`config.mk`:
```
export PLATFORM = sky130hd
export DESIGN_NAME = i2s_frame_ctrl_flat
export DESIGN_NICKNAME = d
export VERILOG_FILES = /design/src/rtl/i2s_frame_ctrl_if.sv /design/src/rtl/i2s_frame_ctrl.sv /design/src/flat_wrapper.sv
export SDC_FILE = /design/constraint.sdc
export NUM_CORES = 1
export LEC_CHECK = 0
export ABC_AREA = 1
export CAP_MARGIN = 20
export CORE_AREA = 2 2 126 128
export CTS_BUF_LIST = sky130_fd_sc_hd__clkbuf_8
export CTS_CLUSTER_SIZE = 30
export DETAILED_ROUTE_END_ITERATION = 16
export DIE_AREA = 0 0 128 130
export PLACE_DENSITY_LB_ADDON = 0.1
export SETUP_SLACK_MARGIN = 0.02
export SYNTH_ARGS = -nofsm -noshare
export SYNTH_HDL_FRONTEND = slang
export SYNTH_SLANG_ARGS = --single-unit
```
`constraint.sdc`:
```
create_clock -name clk_i2s_i -period 2.55 [get_ports clk_i2s_i]
set_clock_uncertainty 0.1 [all_clocks]
set_input_delay 0.765 -clock clk_i2s_i [delete_from_list [all_inputs] [get_ports clk_i2s_i]]
set_output_delay 0.765 -clock clk_i2s_i [all_outputs]
set_load 0.03 [all_outputs]
```
`src/rtl/i2s_frame_ctrl_if.sv`:
```
// Bus bundle for the I2S frame controller: producer handshake, status flags
// and the four I2S lines. The clock and reset stay plain ports on the module.
interface i2s_frame_ctrl_if;
  logic        enable;
  logic [23:0] l_sample;
  logic [23:0] r_sample;
  logic        sample_valid;
  logic        sample_ready;
  logic        underrun_clr;
  logic        underrun;
  logic        frame_stb;
  logic        i2s_mclk;
  logic        i2s_bick;
  logic        i2s_lrck;
  logic        i2s_sdti;

  modport master (
    output enable, l_sample, r_sample, sample_valid, underrun_clr,
    input  sample_ready, underrun, frame_stb,
    input  i2s_mclk, i2s_bick, i2s_lrck, i2s_sdti
  );

  modport slave (
    input  enable, l_sample, r_sample, sample_valid, underrun_clr,
    output sample_ready, underrun, frame_stb,
    output i2s_mclk, i2s_bick, i2s_lrck, i2s_sdti
  );
endinterface

```
`src/rtl/i2s_frame_ctrl.sv`:
```
// I2S transmitter: 9-bit divider from the master clock, 2-deep FIFO of stereo
// pairs, one pair latched per 512-cycle frame and shifted out MSB first.
module i2s_frame_ctrl (
  input  logic            clk_i2s_i,
  input  logic            nreset_i,
  i2s_frame_ctrl_if.slave bus
);

  typedef enum logic {
    ST_STOP = 1'b0,
    ST_RUN  = 1'b1
  } run_state_e;

  typedef struct packed {
    logic [23:0] left;
    logic [23:0] right;
  } pair_t;

  localparam logic [8:0] DIV_LAST   = 9'd511;
  localparam logic [1:0] FIFO_DEPTH = 2'd2;
  localparam logic [4:0] SLOT_FIRST = 5'd1;
  localparam logic [4:0] SLOT_LAST  = 5'd24;

  // Run control and divider
  run_state_e state_q, state_d;
  logic [8:0] div_q, div_d;
  logic       frame_start;

  // Sample buffer
  pair_t      fifo_mem_q [2];
  logic       wr_ptr_q, wr_ptr_d;
  logic       rd_ptr_q, rd_ptr_d;
  logic [1:0] count_q, count_d;
  logic       fifo_full;
  logic       fifo_empty;
  logic       push;
  logic       pop;

  // Frame register, serializer and status
  pair_t       frame_q, frame_d;
  logic        sdti_q, sdti_d;
  logic        underrun_q, underrun_d;
  logic        frame_stb_q, frame_stb_d;
  logic [4:0]  slot;
  logic [4:0]  bit_idx;
  logic [23:0] word;
  logic        slot_bit;

  // ---------------------------------------------------------------------------
  // Run/stop FSM. A frame starts on the divider wrap, or on the very first
  // enabled edge after a stop (the divider is then sitting at 0).
  // ---------------------------------------------------------------------------
  always_comb begin
    // NOTE: every output of a combinational block gets a default first, so no path leaves it unassigned and no latch is inferred.
    state_d     = state_q;
    div_d       = '0;
    frame_start = 1'b0;
    case (state_q)
      ST_STOP: begin
        if (bus.enable) begin
          state_d     = ST_RUN;
          div_d       = div_q + 9'd1;
          frame_start = 1'b1;
        end
      end
      ST_RUN: begin
        if (bus.enable) begin
          div_d       = div_q + 9'd1;
          frame_start = (div_q == DIV_LAST);
        end else begin
          state_d = ST_STOP;
        end
      end
      default: state_d = ST_STOP;
    endcase
  end

  // ---------------------------------------------------------------------------
  // FIFO control. Pop decisions use the registered count only, so a push in
  // the same cycle as a frame start never feeds the frame directly.
  // ---------------------------------------------------------------------------
  always_comb begin
    fifo_full  = (count_q == FIFO_DEPTH);
    fifo_empty = (count_q == 2'd0);
    push       = bus.sample_valid && !fifo_full;
    pop        = frame_start && !fifo_empty;
    wr_ptr_d   = wr_ptr_q ^ push;
    rd_ptr_d   = rd_ptr_q ^ pop;
    case ({push, pop})
      2'b10:   count_d = count_q + 2'd1;
      2'b01:   count_d = count_q - 2'd1;
      default: count_d = count_q;
    endcase
  end

  // Frame register reloads only on a pop; an empty FIFO repeats the old pair.
  always_comb begin
    frame_d     = pop ? fifo_mem_q[rd_ptr_q] : frame_q;
    frame_stb_d = frame_start;
    if (frame_start && fifo_empty) begin
      underrun_d = 1'b1;
    end else if (bus.underrun_clr) begin
      underrun_d = 1'b0;
    end else begin
      underrun_d = underrun_q;
    end
  end

  // ---------------------------------------------------------------------------
  // Serializer. SDTI is reloaded when the next divider value lands on a slot
  // boundary, i.e. together with the BICK falling edge. The slot bit is taken
  // from the frame register as it stands before any reload on that edge; the
  // only boundary shared with a reload is slot 0, which always drives 0.
  // ---------------------------------------------------------------------------
  always_comb begin
    slot     = div_d[7:3];
    bit_idx  = SLOT_LAST - slot;
    word     = div_d[8] ? frame_q.right : frame_q.left;
    slot_bit = 1'b0;
    if ((slot >= SLOT_FIRST) && (slot <= SLOT_LAST)) begin
      slot_bit = word[bit_idx];
    end
    sdti_d = sdti_q;
    if (!bus.enable) begin
      sdti_d = 1'b0;
    end else if (div_d[2:0] == 3'd0) begin
      sdti_d = slot_bit;
    end
  end

  // ---------------------------------------------------------------------------
  // State registers
  // ---------------------------------------------------------------------------
  always_ff @(posedge clk_i2s_i or negedge nreset_i) begin
    if (!nreset_i) begin
      state_q     <= ST_STOP;
      div_q       <= '0;
      wr_ptr_q    <= 1'b0;
      rd_ptr_q    <= 1'b0;
      count_q     <= '0;
      frame_q     <= '0;
      sdti_q      <= 1'b0;
      underrun_q  <= 1'b0;
      frame_stb_q <= 1'b0;
    end else begin
      // NOTE: registers take non-blocking assignments so every flop samples pre-edge values regardless of statement order.
      state_q     <= state_d;
      div_q       <= div_d;
      wr_ptr_q    <= wr_ptr_d;
      rd_ptr_q    <= rd_ptr_d;
      count_q     <= count_d;
      frame_q     <= frame_d;
      sdti_q      <= sdti_d;
      underrun_q  <= underrun_d;
      frame_stb_q <= frame_stb_d;
    end
  end

  // NOTE: the storage array has no reset; the pointers and count guard it, so stale words are never read.
  always_ff @(posedge clk_i2s_i) begin
    if (push) begin
      fifo_mem_q[wr_ptr_q] <= '{left: bus.l_sample, right: bus.r_sample};
    end
  end

  // ---------------------------------------------------------------------------
  // Outputs. BICK and LRCK are gated by ENABLE so they drop in the same cycle
  // the run request goes away, before the divider clears on the next edge.
  // ---------------------------------------------------------------------------
  assign bus.sample_ready = !fifo_full;
  assign bus.underrun     = underrun_q;
  assign bus.frame_stb    = frame_stb_q;
  assign bus.i2s_mclk     = clk_i2s_i;
  assign bus.i2s_bick     = bus.enable & div_q[2];
  assign bus.i2s_lrck     = bus.enable & div_q[8];
  assign bus.i2s_sdti     = sdti_q;

  a_count_bound : assert property (
    @(posedge clk_i2s_i) disable iff (!nreset_i) count_q <= FIFO_DEPTH
  );

  a_stopped_div_zero : assert property (
    @(posedge clk_i2s_i) disable iff (!nreset_i) (state_q == ST_STOP) |-> (div_q == 9'd0)
  );

endmodule

```
`src/flat_wrapper.sv`:
```
// flat-port wrapper written by rule: the top's interface ports become plain ports
module i2s_frame_ctrl_flat 
  (clk_i2s_i, nreset_i, bus_enable, bus_l_sample, bus_r_sample, bus_sample_valid, bus_underrun_clr, bus_sample_ready, bus_underrun, bus_frame_stb, bus_i2s_mclk, bus_i2s_bick, bus_i2s_lrck, bus_i2s_sdti);
  i2s_frame_ctrl_if bus_i ();
  input  logic clk_i2s_i;
  input  logic nreset_i;
  input wire logic [$bits(bus_i.enable)-1:0] bus_enable;
  input wire logic [$bits(bus_i.l_sample)-1:0] bus_l_sample;
  input wire logic [$bits(bus_i.r_sample)-1:0] bus_r_sample;
  input wire logic [$bits(bus_i.sample_valid)-1:0] bus_sample_valid;
  input wire logic [$bits(bus_i.underrun_clr)-1:0] bus_underrun_clr;
  output wire logic [$bits(bus_i.sample_ready)-1:0] bus_sample_ready;
  output wire logic [$bits(bus_i.underrun)-1:0] bus_underrun;
  output wire logic [$bits(bus_i.frame_stb)-1:0] bus_frame_stb;
  output wire logic [$bits(bus_i.i2s_mclk)-1:0] bus_i2s_mclk;
  output wire logic [$bits(bus_i.i2s_bick)-1:0] bus_i2s_bick;
  output wire logic [$bits(bus_i.i2s_lrck)-1:0] bus_i2s_lrck;
  output wire logic [$bits(bus_i.i2s_sdti)-1:0] bus_i2s_sdti;
  assign bus_i.enable = bus_enable;
  assign bus_i.l_sample = bus_l_sample;
  assign bus_i.r_sample = bus_r_sample;
  assign bus_i.sample_valid = bus_sample_valid;
  assign bus_i.underrun_clr = bus_underrun_clr;
  assign bus_sample_ready = bus_i.sample_ready;
  assign bus_underrun = bus_i.underrun;
  assign bus_frame_stb = bus_i.frame_stb;
  assign bus_i2s_mclk = bus_i.i2s_mclk;
  assign bus_i2s_bick = bus_i.i2s_bick;
  assign bus_i2s_lrck = bus_i.i2s_lrck;
  assign bus_i2s_sdti = bus_i.i2s_sdti;
  i2s_frame_ctrl u_core (.clk_i2s_i(clk_i2s_i), .nreset_i(nreset_i), .bus(bus_i));
endmodule
```
# Yosys cells after proc, flatten, opt, wreduce, memory -nomap -nowiden
# Memories as Yosys holds them, arrays and structs flattened. A register that Yosys moved wholly into a read port is not among the register bits.
# Index checks and enable logic that the tools add are counted.
[word_totals]
register_bits = 17
ramBits = 96
input_bits = 53
out_inout_bits = 7
elab_cells = 52
mem_count = 1
[memory_table]
columns = ["memory", "depth", "word_bits", "rd", "rd_clocked_by_memory_dff", "wr", "line_no", "text"]
rows = [
  ["u_core.fifo_mem_q", 2, 48, 1, 1, 1, "i2s_frame_ctrl.sv:30", "pair_t fifo_mem_q [2];"],
]
[op_classes]
add_sub_neg = 4
magnitude_cmp = 3
eq_ne = 5
n_mux = 15
n_bitwise = 5
reduce_logical = 11
[ops]
columns = ["op", "count"]
rows = [
  ["$mux W24", 1],
  ["$mux W1", 10],
  ["$add A9 B1 Y9 const B", 1],
  ["$eq A9 B9 Y1 const B", 1],
  ["$mux W9", 1],
  ["$lt A5 B6 Y1 const B", 1],
  ["$bmux W1 S5", 1],
  ["$ge A5 B1 Y1 const B", 1],
  ["$le A5 B5 Y1 const B", 1],
  ["$sub A5 B5 Y5 const A", 1],
  ["$eq A2 B2 Y1 const B", 2],
  ["$logic_and A1 B1 Y1", 4],
  ["$pmux W2 S2", 1],
  ["$reduce_bool A2 Y1", 2],
  ["$logic_not A1 Y1", 3],
  ["$logic_not A3 Y1", 1],
  ["$add A2 B1 Y2 const B", 1],
  ["$and A1 B1 Y1", 2],
  ["$eq A2 B1 Y1 const B", 1],
  ["$logic_not A2 Y1", 1],
  ["$ne A2 B1 Y1 const B", 1],
  ["$pmux W1 S2", 1],
  ["$sub A2 B1 Y2 const B", 1],
  ["$xor A1 B1 Y1", 2],
  ["$not A1 Y1", 1],
]

# Depth between registers and ports, before layout
# Gate-level depths: netlist of the first run.
[logic_depth]
word_depth = 8
depth_mapped = 20
mapped_depth_nobuf = 17

==> results of run 1 <==
cells in the final DEF (no fill, tap or decap), types with 3 or more instances in the layout:
cell type	synthesis	routed
nand2_2	1	3
nand3_1	30	25
edfxtp_1	96	96
nand2_1	157	154
o21ai_1	0	5
o211ai_1	26	26
nand3_2	2	7
buf_12	0	9
a21oi_1	4	4
clkdlybuf4s50_1	0	52
nor2_1	7	6
dfrtp_1	65	64
ha_2	0	3
o21ai_2	1	3
buf_4	2	27
ha_1	7	4
clkinvlp_4	0	5
clkinv_2	0	4
inv_1	123	124
clkbuf_8	0	22
o21ai_0	97	90
metal layers:
metal / track usage, % / share of wire (%) / vias to the layer above
met1: 19.8 / 43 / 2152
li1: - / - / 2315
met3: 4.72 / 3.2 / 12
met5: 0 / 0 / -
met2: 30.4 / 53 / 70
met4: 5.62 / 1.1 / 0
state kept, by name, summed over array words and instances (netlist names):
register	flops
u_core.bus.frame_stb	1
u_core.bus.i2s_sdti	1
u_core.bus.underrun	1
u_core.count_q	2
u_core.div_q	9
u_core.fifo_mem_q	96
u_core.frame_q	48
u_core.rd_ptr_q	1
u_core.state_q	1
u_core.wr_ptr_q	1
metrics by stage:
| stage | worst slack (ps) | power, W | hold slack (ps) | util [%] | area, um^2 |
|---|---|---|---|---|---|
| after global routing | -26.7 | 0.00838 | 123 | 54.2 | 8350 |
| after detailed placement | -233 | 0.00606 | 377 | 50.4 | 7780 |
| final | 34.3 | 0.00782 | 115 | 54.2 | 8350 |
| after CTS | 20.2 | 0.00791 | 110 | 53.1 | 8190 |
| after global placement | -192 | 0.00600 | 369 | 50.4 | 7780 |
| after floorplan | -64.2 | 0.00525 | 338 | - | 6800 |
cell type report:
type                    count  area, um^2  area share (%)
inverters                 124         467            5.59
clock inverters            14         116            1.39
flip-flops and latches    161        4510            54.0
multi-input cells         343        1730            20.7
well taps                 192         240            2.88
clock buffers              22         303            3.62
repair buffers             94         988            11.8
kinds of logic after synthesis:
kind of cell	Yosys count	share of synthesized area (%)
xor+xnor	3	0.387
fa+ha+maj	7	1.29
flops	161	66.4
buf+inv	153	8.99
compound gates	130	10.7
simple gates	203	12.3
worst reg2reg max path: cells and delay by family (launching register included):
kind	cells	cell delay, ps
buf+inv	3	370
simple gates	11	770
compound gates	2	220
flops	1	390
fa+ha+maj	2	530
what timing repair did:
item,CTS,global route
setup buffers,0,7
endpoints found under the setup margin,5,2
gates cloned,0,2
pin swaps,0,12
gates resized for setup,6,24
power by group through the flow:
stage / clock network (W) / registers, W / logic, W
after floorplan: 0.0000587 / 0.00384 / 0.00135
after global placement: 0.0000653 / 0.00397 / 0.00197
after detailed placement: 0.0000653 / 0.00399 / 0.00200
after CTS: 0.00196 / 0.00394 / 0.00201
after global routing: 0.00208 / 0.00401 / 0.00229
final: 0.00190 / 0.00393 / 0.00198
final timing paths:
kind	startpoint	end	cells past startpoint
hold reg to reg	u_core.frame_q[14]	u_core.frame_q[14]	2
hold / removal	nreset_i	u_core.div_q[0]	2
setup reg to reg	u_core.div_q[0]	u_core.bus.i2s_sdti	18
setup / recovery	clk_i2s_i	bus_i2s_mclk	3
max in group asynchronous	nreset_i	u_core.rd_ptr_q	2
min in group clk_i2s_i	u_core.frame_q[14]	u_core.frame_q[14]	2
==> flow_summary.ini, run 1 <==
[synthesis]
ys.flop_type = edfxtp_1
synth_seq_cells = 161
synthCells = 657
synth_async_sr_flop_share_pct = 40.4
synth-edff-count = 96
syn_nets = 717
syn_avg_cell_area_um2 = 10.3
yosys_warnings = 0
syn_area_um2 = 6790
synth_cell_types = 26
synth_area_leaders = edfxtp_1 (42%), dfrtp_1 (24%), nand2_1 (8.7%)
ys_top_cells_by_count = nand2_1 (157), inv_1 (123), o21ai_0 (97), edfxtp_1 (96), dfrtp_1 (65)
synth_top_area_share_pct = 42.4
yosysMostFrequentCell = nand2_1
yosysSeqAreaShare_pct = 66.4
synth_top_cell_by_area = edfxtp_1

[cells_and_area]
drive_gt1_share_pct = 12.7
nets = 805
fillCellCount = 1420
layout.cells.non_filler = 950
antenna_cells = 0
syn_to_final_growth_pct = 23.0

[global_route]
grt_max_degree = 67
overflow = 0
grt_pass1_wl_um = 21400
first_global_vias = 4403
antenna_found_initial = 0
grt_usage_pct = 17.0

[die]
die_w_um = 128
start_util_pct = 44.0
ios = 60
rows = 46
dieArea_um2 = 16600
die_h_um = 130
design.core.area_um2 = 15400

[setup_path]
required_ps = 1690
critical-path-top-delay-family = buffers and inverters
cp_max_fo = 2
worstPathArrival_ps = 1650
cp_slowest_stage_delay_ps = 150
slowest_stage = clkbuf_8
crit_path_end_kind = output port
critPathBufInv = 3
crit_type = clk -> out
rrSetupSlack_ps = 110
crit_top_cell = clkbuf_8
path_cells = clkbuf_8, clkbuf_8, clkbuf_8
start_kind = clock port

[cts]
insertion_delay_ps = 550
clk_pin_slew_worst_paths_ps = 90
cts_hold_buffers = 0
cts_tree = built

[outcome]
outcome = finished clean

[place]
dp.final_hpwl_um = 9110
place.gp.congestion = 0.873
dp.cells = 906
port_buffers = 59

[power]
p_leak_nw = 3.81
p_per_area_nw_per_um2 = 935
combPwrFrac_pct = 25.4
swShare_pct = 32.7
p_int_w = 0.00526
vdd_drop_max_uv = 503
p_sw_w = 0.00256
p_clk_share_pct = 24.3
seq_power_share_pct = 50.3

[flow_run]
drv_cap = 0

[timing]
rsz0062_at_grt = yes
report.final.slew_viol_count = 0
tightestPinTransition_ps = 551
slew_headroom_pct = 63.3
hold_violations = 0
setup_viol = 0
tns_ps = 0

[drt]
routedWlPerCell_um = 14.2
drt-initial-drc-count = 245
dr.pass1.iters = 4
vias = 4549
final_antenna_net_count = 0
drc_errors = 0
routed_wl_um = 13500
via_per_inst = 4.79

[min_path]
hold_class = in -> async
(Power assumes the default switching activity.)
==> run 2, diff against run 1 <==
- ABC_CLOCK_PERIOD_IN_PS: unset -> 2550
==> results of run 2 <==
Final layout, timing and power as in run 1 (identical DEF).
